## config.mk

```make
export PLATFORM = sky130hd
export DESIGN_NAME = instr_sequencer
export DESIGN_NICKNAME = d
export VERILOG_FILES = /design/src/rtl/instr_sequencer_pkg.sv /design/src/rtl/instr_sequencer_decode.sv /design/src/rtl/instr_sequencer.sv
export SDC_FILE = /design/constraint.sdc
export NUM_CORES = 1
export LEC_CHECK = 0
export CORE_UTILIZATION = 47
export DETAILED_ROUTE_END_ITERATION = 8
export GPL_TIMING_DRIVEN = 0
export PLACE_DENSITY = 0.85
export SLEW_MARGIN = 25
export SYNTH_ARGS = -nofsm -noshare
export SYNTH_HDL_FRONTEND = slang
export SYNTH_HIERARCHICAL = 1
export SYNTH_SLANG_ARGS = --single-unit
```

## constraint.sdc

```tcl
create_clock -name clk -period 2.8 [get_ports clk]
set_input_delay 0.7 -clock clk [delete_from_list [all_inputs] [get_ports clk]]
set_output_delay 0.7 -clock clk [all_outputs]
set_load 0.02 [all_outputs]
```

## src/rtl/instr_sequencer_pkg.sv

```systemverilog
// Shared constants for the instruction sequencer: FSM states, opcodes, ALU
// operation codes and register-field helpers.
package instr_sequencer_pkg;

  typedef enum logic [2:0] {
    IDLE   = 3'd0,
    FETCH  = 3'd1,
    DECODE = 3'd2,
    EXEC   = 3'd3,
    WB     = 3'd4,
    HALT   = 3'd5
  } state_t;

  typedef enum logic [3:0] {
    OP_NOP  = 4'd0,
    OP_ADD  = 4'd1,
    OP_SUB  = 4'd2,
    OP_ADDI = 4'd3,
    OP_MOVI = 4'd4,
    OP_HALT = 4'd15
  } opcode_t;

  typedef enum logic [2:0] {
    ALU_PASS_B = 3'd0,
    ALU_ADD    = 3'd1,
    ALU_SUB    = 3'd2
  } alu_op_t;

  // Register fields name reg1..reg4; anything else is an illegal reference.
  function automatic logic reg_ok(input logic [7:0] f);
    return (f >= 8'd1) && (f <= 8'd4);
  endfunction

  function automatic logic [1:0] reg_idx(input logic [7:0] f);
    logic [7:0] t;
    t = f - 8'd1;
    return t[1:0];
  endfunction

endpackage

```

## src/rtl/instr_sequencer_decode.sv

```systemverilog
// Combinational decode of the latched instruction word into register selects,
// ALU control and write/illegal/halt qualifiers.
module instr_field_decode
  import instr_sequencer_pkg::*;
(
  input  logic [19:0] ir,
  output logic [1:0]  rd_a_sel,
  output logic [1:0]  rd_b_sel,
  output logic [1:0]  wr_sel,
  output logic [2:0]  alu_op,
  output logic        imm_sel,
  output logic        we,
  output logic        arith,
  output logic        illegal,
  output logic        halt
);

  logic [3:0] op;
  logic [7:0] fa;
  logic [7:0] fb;

  assign op = ir[19:16];
  assign fa = ir[15:8];
  assign fb = ir[7:0];

  always_comb begin
    rd_a_sel = '0;
    rd_b_sel = '0;
    wr_sel   = '0;
    alu_op   = ALU_PASS_B;
    imm_sel  = 1'b0;
    we       = 1'b0;
    arith    = 1'b0;
    illegal  = 1'b0;
    halt     = 1'b0;
    case (op)
      OP_NOP: ;
      OP_ADD, OP_SUB: begin
        if (reg_ok(fa) && reg_ok(fb)) begin
          rd_a_sel = reg_idx(fa);
          rd_b_sel = reg_idx(fb);
          wr_sel   = reg_idx(fa);
          alu_op   = (op == OP_ADD) ? ALU_ADD : ALU_SUB;
          we       = 1'b1;
          arith    = 1'b1;
        end else begin
          illegal  = 1'b1;
        end
      end
      OP_ADDI: begin
        if (reg_ok(fa)) begin
          rd_a_sel = reg_idx(fa);
          wr_sel   = reg_idx(fa);
          alu_op   = ALU_ADD;
          imm_sel  = 1'b1;
          we       = 1'b1;
          arith    = 1'b1;
        end else begin
          illegal  = 1'b1;
        end
      end
      OP_MOVI: begin
        if (reg_ok(fa)) begin
          wr_sel   = reg_idx(fa);
          alu_op   = ALU_PASS_B;
          imm_sel  = 1'b1;
          we       = 1'b1;
        end else begin
          illegal  = 1'b1;
        end
      end
      OP_HALT: halt = 1'b1;
      default: illegal = 1'b1;
    endcase
  end

endmodule

```

## src/rtl/instr_sequencer.sv

```systemverilog
// Four-cycle multi-cycle instruction sequencer: FETCH/DECODE/EXEC/WB around an
// external register file and ALU, with sticky status flags and a retire count.
module instr_sequencer
  import instr_sequencer_pkg::*;
#(
  parameter int unsigned CNT_W = 16
) (
  input  logic             clk,
  input  logic             reset,
  input  logic             start,
  input  logic [19:0]      instruction,
  input  logic [8:0]       alu_result,
  output logic             pc_hold,
  output logic             rf_we,
  output logic [1:0]       rd_a_sel,
  output logic [1:0]       rd_b_sel,
  output logic [1:0]       wr_sel,
  output logic             imm_sel,
  output logic [7:0]       imm,
  output logic [2:0]       alu_op,
  output logic [7:0]       wr_data,
  output logic             busy,
  output logic             halted,
  output logic             ovf_flag,
  output logic             illegal_flag,
  output logic [CNT_W-1:0] retired
);

  state_t     state;
  state_t     state_nxt;
  logic [19:0] ir;
  logic [8:0]  alu_cap;
  logic        d_we;
  logic        d_arith;
  logic        d_illegal;
  logic        d_halt;

  instr_field_decode u_decode (
    .ir       (ir),
    .rd_a_sel (rd_a_sel),
    .rd_b_sel (rd_b_sel),
    .wr_sel   (wr_sel),
    .alu_op   (alu_op),
    .imm_sel  (imm_sel),
    .we       (d_we),
    .arith    (d_arith),
    .illegal  (d_illegal),
    .halt     (d_halt)
  );

  always_comb begin
    state_nxt = state;
    case (state)
      IDLE:    if (start) state_nxt = FETCH;
      FETCH:   state_nxt = DECODE;
      DECODE:  state_nxt = d_halt ? HALT : EXEC;
      EXEC:    state_nxt = WB;
      WB:      state_nxt = FETCH;
      HALT:    state_nxt = HALT;
      default: state_nxt = IDLE;
    endcase
  end

  always_ff @(posedge clk) begin
    if (reset) begin
      state        <= IDLE;
      ir           <= '0;
      alu_cap      <= '0;
      ovf_flag     <= 1'b0;
      illegal_flag <= 1'b0;
      retired      <= '0;
    end else begin
      state <= state_nxt;
      if (state == FETCH) ir <= instruction;
      if (state == EXEC) alu_cap <= alu_result;
      if (state == WB) begin
        // A 9-bit sign-extended result whose top two bits differ left the 8-bit range.
        if (d_arith && (alu_cap[8] != alu_cap[7])) ovf_flag <= 1'b1;
        if (d_illegal) illegal_flag <= 1'b1;
        if (retired != '1) retired <= retired + 1'b1;
      end
    end
  end

  // Reset suppresses the strobe combinationally so an aborted WB never writes.
  assign rf_we   = (state == WB) && d_we && !reset;
  assign pc_hold = (state != WB);
  assign busy    = (state == FETCH) || (state == DECODE) || (state == EXEC) || (state == WB);
  assign halted  = (state == HALT);
  assign imm     = ir[7:0];
  assign wr_data = alu_cap[7:0];

endmodule

```

==> results.txt <==
fin. max-slew vios: 0
switching pwr: 0.000430 W
crit path capture type: primary output
cell area after layout: 3680 um^2
gr usage total: 22.4%
DR vias: 2598
placed cell areas: 3480 um^2
Worst R2R Path Depth: 6
Syn Area/Cell: 8.25 um^2
initial antenna violation count: 0
I/O Pins: 80
maximum clock path buffer count: 2
most common cell after layout, fill and taps aside: clkdlybuf4s50_1
Worst Setup Start Kind: register
measured slew at the worst slew-check pin: 870 ps
Hold Crit Endpoint: ir[14]
routed wire length per instance: 13.8 um
Leak: 1.44 nW
Layout Nets: 448
post-route clock period utilization: 99.2%
EDFF count, synth: 0
Cell Count, Final, Fillers Out: 480
CTS clk-pin slew, worst paths: 90 ps
share of cells above drive strength 1: 17.3%
first-pass GRT wire length: 10700 um
status: completed
YS warnings: 6
DRT Pass-1 Iters: 5
setup_tns: 0 ps
clock latency on the worst-skew pair: 310 ps
post-route ant nets: 0
vias in the first global route: 2355
# diodes: 0
Hold-fix buffers, CTS: 0
row count: 26
CTS tree: yes
H-Tree Depth: 2
HP Start: ir[14]
HP Class: reg -> reg
TritonCTS Sinks: 50
Vias/cell: 5.41
Hold Path Cell Cnt: 2
top_reg_cell synth: dfxtp_1
pwr/cell area: 459 nW/um^2
DRC: 0
Max stage delay cell, worst path: or3b_1
CTS root buffer: clkbuf_8
Area growth syn-to-layout: 40.4%
cts bufs inserted: 5
DPL Wire Length: 4640 um
final hold violations: 0
switch share: 25.5%
Clock power frac: 36.1%
synthesized area: 2620 um^2
clock skew: 6.83 ps
slowest stage delay, CP: 380 ps
#FFs+latches synth: 50
Post-Synthesis Cells: 318
commonest non-fill, non-tap cells in the layout: clkdlybuf4s50_1, nand2_1, dfxtp_1
post-synthesis sequential area ratio: 38.2%
Crit path arrival time: 2080 ps
RSZ-0062 raised after global routing: true
full die area: 5880 um^2
worst vdd ir: 0.000272 V
Core ar.: 5240 um^2
Fin Hold WS: 461 ps
Die W: 76.7 um
Die H: 76.7 um
Slew Limit Headroom: 41.5%
max-cap violations: 0
pin count of the biggest net entering global routing: 17
worst r2r src: state[2]
IO Port Bufs: 77
placed cell count: 465
worst r2r dst: retired[10]
Comb power frac: 19.2%
Most common cell on crit path: buf_6
FFs w/ async S/R, synth: 0%
total grt overflow: 0
Tmin final: 2780 ps
GPL Wtd Cong: 0.897
1st-iter DRT viols: 94
Initial Util: 50.1%
syn_nets: 357
final setup vio count: 0
R2R setup slack: 550 ps
count of cell types in the netlist: 59
CP cell instances: inv_2 > ha_2 > or3b_1 > o2111a_2 > buf_6 > o211ai_1 > a21oi_1 > and3_4 > buf_6
overall routed net length: 6640 um
achievable clock frequency: 0.360 GHz
CP max FO: 3
Sequential Power Share: 44.8%
CP Data Required Time: 2100 ps
cell internal pwr: 0.00126 W
Crit Path Class: reg -> out
[Yosys cell counts, types with 2 or more instances]
master / count / share of area, %
and2_1: 2 / 0.48
buf_4: 17 / 4.9
ha_1: 7 / 3.3
a21oi_1: 31 / 5.9
and3_2: 3 / 0.86
mux2_2: 3 / 1.3
or3b_1: 2 / 0.67
o21ai_0: 3 / 0.57
nor4b_1: 2 / 0.67
nand2_1: 51 / 7.3
nand3_1: 5 / 0.95
nand4_1: 3 / 0.72
o31ai_1: 3 / 0.86
a311o_1: 2 / 0.76
a311oi_1: 2 / 0.67
nand3b_1: 2 / 0.57
xor2_1: 2 / 0.67
or4_1: 3 / 0.86
nor2_1: 31 / 4.4
nor2b_1: 4 / 0.95
mux2i_1: 10 / 3.8
nor3_1: 8 / 1.5
buf_6: 2 / 0.86
a41oi_1: 2 / 0.67
buf_1: 4 / 0.57
dfxtp_1: 50 / 38
clkbuf_1: 8 / 1.1
nor4_1: 5 / 1.2
and3_1: 3 / 0.72
o211ai_1: 3 / 0.86
inv_1: 12 / 1.7
buf_2: 2 / 0.38
a211oi_1: 5 / 1.4
[cells by family (layout without fill, tap and decap cells)]
group	Yosys count	after routing	synth area share, %
simple gates	136	136	26.4
mux	13	13	5.11
compound gates	60	60	15.1
buf+inv	47	139	10.4
xor+xnor	3	3	1.00
flops	50	50	38.2
fa+ha+maj	8	8	3.77
other cells	1	1	0.143
[layout make-up]
| class | count | area (um^2) |
|---|---|---|
| timing repair buffer | 84 | 798 |
| clock inverter | 3 | 68.8 |
| sequential | 50 | 1010 |
| inverter | 13 | 51.3 |
| tap | 70 | 87.6 |
| multi-input combinational | 221 | 1380 |
| clock buffer | 5 | 68.8 |
| fill | 414 | 1560 |
| buffer | 34 | 220 |
[per-layer routing]
| layer | share of wire, % | vias up | wire length (um) | global-route usage [%] |
|---|---|---|---|---|
| li1 | - | 1278 | - | - |
| met1 | 42 | 1182 | 2790 | 27.8 |
| met2 | 48 | 124 | 3220 | 38.6 |
| met3 | 7.6 | 14 | 502 | 4.05 |
| met4 | 2.0 | 0 | 135 | 8.27 |
| met5 | 0 | - | 0 | 0 |
[state kept, by name, indices dropped and copies added, names as in the netlist]
signal	flops
illegal_flag	1
ir	20
ovf_flag	1
state	3
retired	16
alu_cap	9
[worst max path at each step]
stage,depth (start not counted),start,endpoint
6_report,9,ir[1],rf_we
5_1_grt,9,ir[1],rf_we
4_1_cts,9,ir[1],rf_we
3_5_place_dp,7,ir[1],rd_a_sel[0]
3_3_place_gp,8,ir[0],rf_we
2_1_floorplan,6,ir[0],wr_sel[0]
[power groups by stage]
stage	logic, W	registers [W]	clock network, W
after global routing	0.000349	0.000759	0.000643
final	0.000324	0.000756	0.000609
after CTS	0.000295	0.000755	0.000617
after global placement	0.000276	0.000770	0
after detailed placement	0.000281	0.000772	0
after floorplan	0.000175	0.000768	0
[timing repair]
action                                 CTS  global route
pin swaps                                3             4
buffers inserted                         2             5
setup endpoints to repair               10             9
resized for setup                       32            18
endpoints found under the hold margin    0             0
[stage by stage]
step / power (W) / setup WS, ps / utilization (%)
final: 0.00169 / 23.2 / 70.3
after global routing: 0.00175 / -73.3 / 70.3
after CTS: 0.00167 / -47.2 / 69.1
after detailed placement: 0.00105 / -67.8 / 66.5
after global placement: 0.00105 / -54.7 / 66.5
after floorplan: 0.000943 / 401 / -
[critical path, delay by kind of cell, from the launching register on]
family                   cells  cell delay [ps]
AND/OR/NAND/NOR              2              540
flip-flops                   1              360
buffers and inverters        3              290
adder cells (fa/ha/maj)      1              150
AO/OA/AOI/OAI                3              430
(Power assumes the default switching activity.)
